$ cat src/rtl/axis_rr_arbiter.sv
// Packet-granular round-robin arbiter: NS AXI-Stream requesters share one registered
// AXI-Stream output, and a grant is held from the first beat through the tlast beat.
module axis_rr_arbiter #(
    parameter int DW = 8,
    parameter int NS = 4,
    localparam int IW = $clog2(NS)
) (
    input  logic             clk,
    input  logic             rst,
    input  logic [NS*DW-1:0] s_tdata,
    input  logic [NS-1:0]    s_tvalid,
    input  logic [NS-1:0]    s_tlast,
    output logic [NS-1:0]    s_tready,
    output logic [DW-1:0]    m_tdata,
    output logic             m_tvalid,
    output logic             m_tlast,
    input  logic             m_tready,
    output logic [IW-1:0]    grant_id,
    output logic             busy
);

    typedef enum logic [0:0] {
        IDLE,
        PASS
    } state_t;

    state_t          state_q,    state_d;
    logic [IW-1:0]   ptr_q,      ptr_d;
    logic [IW-1:0]   grant_q,    grant_d;
    logic [DW-1:0]   m_tdata_q,  m_tdata_d;
    logic            m_tvalid_q, m_tvalid_d;
    logic            m_tlast_q,  m_tlast_d;

    logic [DW-1:0]   data_arr [NS];
    logic [IW-1:0]   sel;
    logic [IW-1:0]   cand;
    logic            any_req;
    logic            out_ready;
    logic            accept;

    for (genvar gi = 0; gi < NS; gi++) begin : g_unpack
        assign data_arr[gi] = s_tdata[gi*DW +: DW];
    end

    // Search upward from ptr+1 so the last grantee is considered last.
    always_comb begin
        sel     = ptr_q;
        cand    = '0;
        any_req = 1'b0;
        for (int k = 1; k <= NS; k++) begin
            cand = IW'((int'(ptr_q) + k) % NS);
            if (!any_req && s_tvalid[cand]) begin
                sel     = cand;
                any_req = 1'b1;
            end
        end
    end

    assign out_ready = !m_tvalid_q || m_tready;
    assign accept    = (state_q == PASS) && s_tvalid[grant_q] && out_ready;

    always_comb begin
        s_tready = '0;
        if (state_q == PASS) begin
            s_tready[grant_q] = out_ready;
        end
    end

    always_comb begin
        state_d    = state_q;
        ptr_d      = ptr_q;
        grant_d    = grant_q;
        m_tdata_d  = m_tdata_q;
        m_tvalid_d = m_tvalid_q;
        m_tlast_d  = m_tlast_q;

        // A consumed output beat empties the register unless refilled this cycle.
        if (m_tvalid_q && m_tready) begin
            m_tvalid_d = 1'b0;
        end

        case (state_q)
            IDLE: begin
                if (any_req) begin
                    grant_d = sel;
                    ptr_d   = sel;
                    state_d = PASS;
                end
            end
            PASS: begin
                if (accept) begin
                    m_tdata_d  = data_arr[grant_q];
                    m_tlast_d  = s_tlast[grant_q];
                    m_tvalid_d = 1'b1;
                    if (s_tlast[grant_q]) begin
                        state_d = IDLE;
                    end
                end
            end
            default: state_d = IDLE;
        endcase
    end

    always_ff @(posedge clk or posedge rst) begin
        if (rst) begin
            state_q    <= IDLE;
            ptr_q      <= IW'(NS - 1);
            grant_q    <= '0;
            m_tdata_q  <= '0;
            m_tvalid_q <= 1'b0;
            m_tlast_q  <= 1'b0;
        end else begin
            state_q    <= state_d;
            ptr_q      <= ptr_d;
            grant_q    <= grant_d;
            m_tdata_q  <= m_tdata_d;
            m_tvalid_q <= m_tvalid_d;
            m_tlast_q  <= m_tlast_d;
        end
    end

    assign m_tdata  = m_tdata_q;
    assign m_tvalid = m_tvalid_q;
    assign m_tlast  = m_tlast_q;
    assign grant_id = grant_q;
    assign busy     = (state_q == PASS);

endmodule

$ cat config.mk
export PLATFORM = sky130hd
export DESIGN_NAME = axis_rr_arbiter
export DESIGN_NICKNAME = d
export VERILOG_FILES = /design/src/rtl/axis_rr_arbiter.sv
export SDC_FILE = /design/constraint.sdc
export NUM_CORES = 1
export LEC_CHECK = 0
export BUFFER_PORTS_ARGS = -buffer_cell sky130_fd_sc_hd__buf_2
export CAP_MARGIN = 15
export CORE_MARGIN = 2
export CORE_UTILIZATION = 43
export CTS_BUF_LIST = sky130_fd_sc_hd__clkbuf_16
export DETAILED_ROUTE_END_ITERATION = 12
export PLACE_DENSITY = 0.82
export RECOVER_POWER = 25
export SETUP_SLACK_MARGIN = 0.02
export SYNTH_ARGS = -nofsm -noshare
export SYNTH_HDL_FRONTEND = slang
export SYNTH_SLANG_ARGS = --single-unit
$ cat constraint.sdc
create_clock -name clk -period 3.95 [get_ports clk]
set_input_delay 0.79 -clock clk [delete_from_list [all_inputs] [get_ports clk]]
set_output_delay 0.79 -clock clk [all_outputs]
set_load 0.01 [all_outputs]
# Yosys cells after proc, flatten, opt, wreduce, memory -nomap -nowiden
# Cells that the tools add are included.
# Widths: inputs -> output; s select.
# totals
register_bits	15
inputBits	43
out_inout_bits	17
word_cells	67
# op_classes
n_addsub	4
n_lt_le_gt_ge	7
n_mux	33
n_bitwise	3
reduce_logical	14
# ops
op	count
$mux 1	17
$bmux 8 s2	1
$mux 8	2
$lt 2x3->1 const B	5
$bmux 1 s2	6
$mux 2	4
$logic_and 1x1->1	7
$add 2x1->2 const B	2
$add 2x2->2 const B	2
$and 4x4->4	1
$logic_not 1->1	4
$mux 4	1
$reduce_and 2->1	2
$ge 3x3->1 const B	1
$not 2->3	1
$demux 1 s2	1
$ge 2x1->1 const B	1
$pmux 1 s2	1
$logic_or 1x1->1	1
$not 1->1	1

# Depth between registers and ports, before layout
# depth
depth_word	15
ltp_mapped	4
ltp_nobuf	4

# Worst setup path after synthesis
# Ideal clock, no wire load.
# synth_path
path_kind	input -> output
start	input m_tready
end	output s_tready[0]
arrival_time_ns	1.329
required_time_ns	3.160
path_slack_ns	1.831
cell_stages	3
path_buffers	0
path_cell_list	nand2b_1 > nand2_1 > nor3_1
# synth_via
elab_chain_cells	3
# synth_lines
element	line	rtl
start, declared	17	input logic m_tready,
$logic_or 1x1->1	59	assign out_ready = !m_tvalid_q || m_tready;
$and 4x4->4 (no line)	-	
$mux 4	64	if (state_q == PASS) begin
end, declared	13	output logic [NS-1:0] s_tready,
# No other way between the ends.

# Worst setup path after layout
# layout_path
start	register grant_q[0] (netlist: grant_id[0])
end	output s_tready[1]
# layout_via
elab_chain_cells	6
word_cells_on_any_way	7
classes_between	order compare: 2; mux: 3; bitwise: 1; reduce/logical: 1
# layout_lines
element	line	rtl
start, declared	29	logic [IW-1:0] grant_q, grant_d;
start signal, assigned	115	grant_q <= grant_d;
$lt 2x3->1 (not written as such) / $ge 2x1->1 (equally long branches)	65	s_tready[grant_q] = out_ready;
$logic_and 1x1->1 (not written as such)	65	
$mux 1 (not written as such)	65	
$demux 1 s2 (*)	65	
$and 4x4->4 (no line) (*)	-	
$mux 4 (*)	64	
# Mark *: on every way between the ends. The rest lies on a longest branch, timed or not.

==> run summary <==
=================================================================================
Cell count after synthesis                                                     70
Avg Synthesized Cell Area                                               13.7 um^2
Global route overflow                                                           0
Delay of the slowest critical-path stage                                  0.76 ns
Gr usage total                                                              20.7%
Via count of the first global-routing pass                                    918
Endpoint arrival time on the critical path                                1.53 ns
RSZ-0062 raised after global routing                                           no
Detailed placer's ending HPWL                                             1.98 mm
Clock latency at the later pin of the worst-skew pair                     0.24 ns
Router iterations before antenna repair                                         4
Floorplan die area                                                   0.00263 mm^2
Minimum setup slack after placement                                       1.67 ns
Die width                                                                 51.3 um
Core Rows                                                                      17
Number of synthesized register bits                                            15
Core outline area                                                    0.00217 mm^2
Remaining design rule violation count                                           0
Area occupied by multi-input gates                                       551 um^2
Crit path cell chain                                                 inv_1, nor3_1, buf_2
Initial antenna violation count                                                 0
Proportion of layout cells with a drive suffix above 1                      60.3%
Synth cell types                                                               24
Setup TNS Final                                                              0 ns
Leakage                                                                  0.726 nW
Num CTS Buffers                                                                 3
Area growth syn-to-layout                                                   41.7%
Vias after detailed routing                                                   883
Number of buffers and inverters on the critical path                            2
Total number of yosys warnings                                                  0
First-iteration detailed-routing DRC count                                      7
Worst min-delay path category                                        flop to flop
Sort of element at the start of the critical path                            flop
Cell count of the worst hold path                                               1
Wire length of the first global-routing pass                              4.04 mm
Fin crit period                                                           2.32 ns
Area of all sequential standard cells                                    378 um^2
TritonCTS clock tree                                                          yes
Hold worst-path end                                                  m_tlast$_DFFE_PP0P_
Max Cap Viol                                                                    0
Post-cts hold buffer count                                                      0
Worst-path maximum fanout                                                      14
Starting Density                                                            44.3%
Layout Nets                                                                   175
CTS root buf                                                         sky130_fd_sc_hd__clkbuf_16
Total inserted antenna cells                                                    0
Final worst-path cycle share                                                58.7%
Routability Congestion                                                      0.707
Worst supply voltage drop on vdd                                         0.401 mV
Slew Limit Fails                                                                0
Count of pins on the block boundary                                            60
Quantity of I/O buffers inserted on ports                                      59
Final worst hold slack                                                   0.487 ns
Slew Limit Headroom                                                         55.9%
Via-to-Cell Ratio                                                            5.55
Fin area                                                             0.00136 mm^2
Worst R2R End                                                        m_tdata[6]$_DFFE_PP0P_
Share of the yosys chip area belonging to registers                         39.3%
Data required time of the critical path                                   3.16 ns
Hold path startpoint                                                 m_tlast$_DFFE_PP0P_
Critical Path Sink Type                                              primary output
Synthesized netlist net count                                                 113
Number of hold-slack violations in the final timing report                      0
Gate family responsible for the most delay along the worst path        flip-flops
Total setup buffers inserted after CTS                                          0
Transition at the pin with the smallest max-transition slack             0.661 ns
Slowest stage cell, crit path                                        sky130_fd_sc_hd__dfrtp_1
Post-Route WL                                                             2.55 mm
Final clock skew                                                       0.00251 ns
Depth of the most critical reg-to-reg path                                      3
FF-to-FF setup slack                                                      1.96 ns
Count of fill cells added during filler insertion                             170
CTS Sinks                                                                      15
Routed len/inst                                                           16.1 um
Reg-to-reg critical path startpoint                                  grant_id[1]$_DFFE_PP0P_
Crit path setup slack, layout                                             1.63 ns
Y dimension of the die                                                    51.3 um
Detail Route Antenna Nets                                                       0
CP Class                                                             flop to primary output
Total of endpoints with negative setup slack in the final report                0
Number of instances resized during post-cts repair                              0
Post-synth design cell area                                              961 um^2
Clock slew seen by the registers of the worst setup and hold paths        0.05 ns
Post-place instance area                                             0.00128 mm^2
Result of the run                                                    finished clean
H-tree lvl count                                                                1
Maximum frequency from static timing analysis                             432 MHz
Worst-case clock buffer depth                                                   2
Largest net degree at the start of global routing                              16
Power density over the cells                                          773 mW/mm^2
=================================================================================
[where the power goes]
group,switching [mW],internal (mW),total (mW)
Combinational,0.208,0.302,0.510
Sequential,0.107,0.241,0.348
Clock,0.0596,0.135,0.195
[state kept, by name, summed over array words and instances (netlist names)]
name,flops
m_tdata,8
grant_id,2
ptr_q,2
busy,1
m_tlast,1
m_tvalid,1
[layout make-up]
type                    instances  area share (%)
multi-input cells              47            40.4
flip-flops and latches         15            27.8
repair buffers                 59            21.7
clock buffers                   3            5.51
well taps                      28            2.57
inverters                       6            1.65
clock inverters                 1           0.368
[routing by layer]
| metal | routed length (um) | track usage [%] |
|---|---|---|
| met3 | 160 | 2.34 |
| met1 | 898 | 23.6 |
| met5 | 0 | 0 |
| met4 | 68 | 10.1 |
| met2 | 1430 | 38.3 |
[through the flow]
step                util [%]  cells  total power, mW
floorplan                  -     70            0.694
finish                  62.7    159             1.05
CTS                     62.7    159             1.06
global placement        59.1    155            0.835
detailed placement      59.1    155            0.856
global route            62.7    159             1.12
[layout by cell type, fill, tap and decap left out]
cell and instances:
sky130_fd_sc_hd__a21o_1 3, sky130_fd_sc_hd__a21oi_1 3, sky130_fd_sc_hd__a22oi_1 1, sky130_fd_sc_hd__buf_2 59
sky130_fd_sc_hd__clkbuf_16 3, sky130_fd_sc_hd__clkinv_2 1, sky130_fd_sc_hd__dfrtp_1 13, sky130_fd_sc_hd__dfstp_2 2
sky130_fd_sc_hd__inv_1 6, sky130_fd_sc_hd__mux2_4 8, sky130_fd_sc_hd__mux4_1 7, sky130_fd_sc_hd__mux4_2 3
sky130_fd_sc_hd__nand2_1 3, sky130_fd_sc_hd__nand2b_1 1, sky130_fd_sc_hd__nand3_1 1, sky130_fd_sc_hd__nand3_4 1
sky130_fd_sc_hd__nand3b_1 1, sky130_fd_sc_hd__nor2_1 3, sky130_fd_sc_hd__nor2b_1 1, sky130_fd_sc_hd__nor3_1 2
sky130_fd_sc_hd__nor4_1 1, sky130_fd_sc_hd__o21ai_0 4, sky130_fd_sc_hd__o221a_2 1, sky130_fd_sc_hd__o221ai_1 1
sky130_fd_sc_hd__o22ai_1 1, sky130_fd_sc_hd__or2_2 1
[worst max path at each step]
| stage | startpoint | endpoint | cells past startpoint |
|---|---|---|---|
| global route | grant_id[0]$_DFFE_PP0P_ | s_tready[1] | 3 |
| detailed placement | m_tready | s_tready[0] | 5 |
| floorplan | m_tready | s_tready[0] | 3 |
| global placement | m_tready | s_tready[0] | 5 |
| CTS | m_tready | s_tready[0] | 5 |
| finish | grant_id[0]$_DFFE_PP0P_ | s_tready[1] | 3 |
[synthesized netlist by cell type]
cell                        n  share of area [%]
sky130_fd_sc_hd__nand3b_1   1               0.78
sky130_fd_sc_hd__nor2_1     3                1.2
sky130_fd_sc_hd__nand2b_1   1               0.65
sky130_fd_sc_hd__buf_2      2                1.0
sky130_fd_sc_hd__a21o_1     3                2.3
sky130_fd_sc_hd__nor3_1     2                1.0
sky130_fd_sc_hd__nor4_1     1               0.65
sky130_fd_sc_hd__o22ai_1    1               0.65
sky130_fd_sc_hd__a21oi_1    3                1.6
sky130_fd_sc_hd__o221a_2    1                1.2
sky130_fd_sc_hd__a22oi_1    1               0.78
sky130_fd_sc_hd__dfrtp_1   13                 34
sky130_fd_sc_hd__dfstp_2    2                5.5
sky130_fd_sc_hd__nor2b_1    1               0.65
sky130_fd_sc_hd__nand2_1    3                1.2
sky130_fd_sc_hd__nand3_1    1               0.52
sky130_fd_sc_hd__mux4_1     7                 19
sky130_fd_sc_hd__or2_2      1               0.65
sky130_fd_sc_hd__o221ai_1   1               0.91
sky130_fd_sc_hd__mux2_4     8                 13
sky130_fd_sc_hd__mux4_2     3                7.0
sky130_fd_sc_hd__o21ai_0    4                2.1
sky130_fd_sc_hd__inv_1      6                2.3
sky130_fd_sc_hd__nand3_4    1                1.8
[cells by family (layout without fill, tap and decap cells)]
family | after synthesis | count (layout) | synth area share [%]
AOI/OAI and AO/OA | 14 | 14 | 9.51
buffers and inverters | 8 | 69 | 3.39
DFF | 15 | 15 | 39.3
muxes | 18 | 18 | 38.7
and+or+nand+nor | 15 | 15 | 9.12
(Power assumes the default switching activity.)
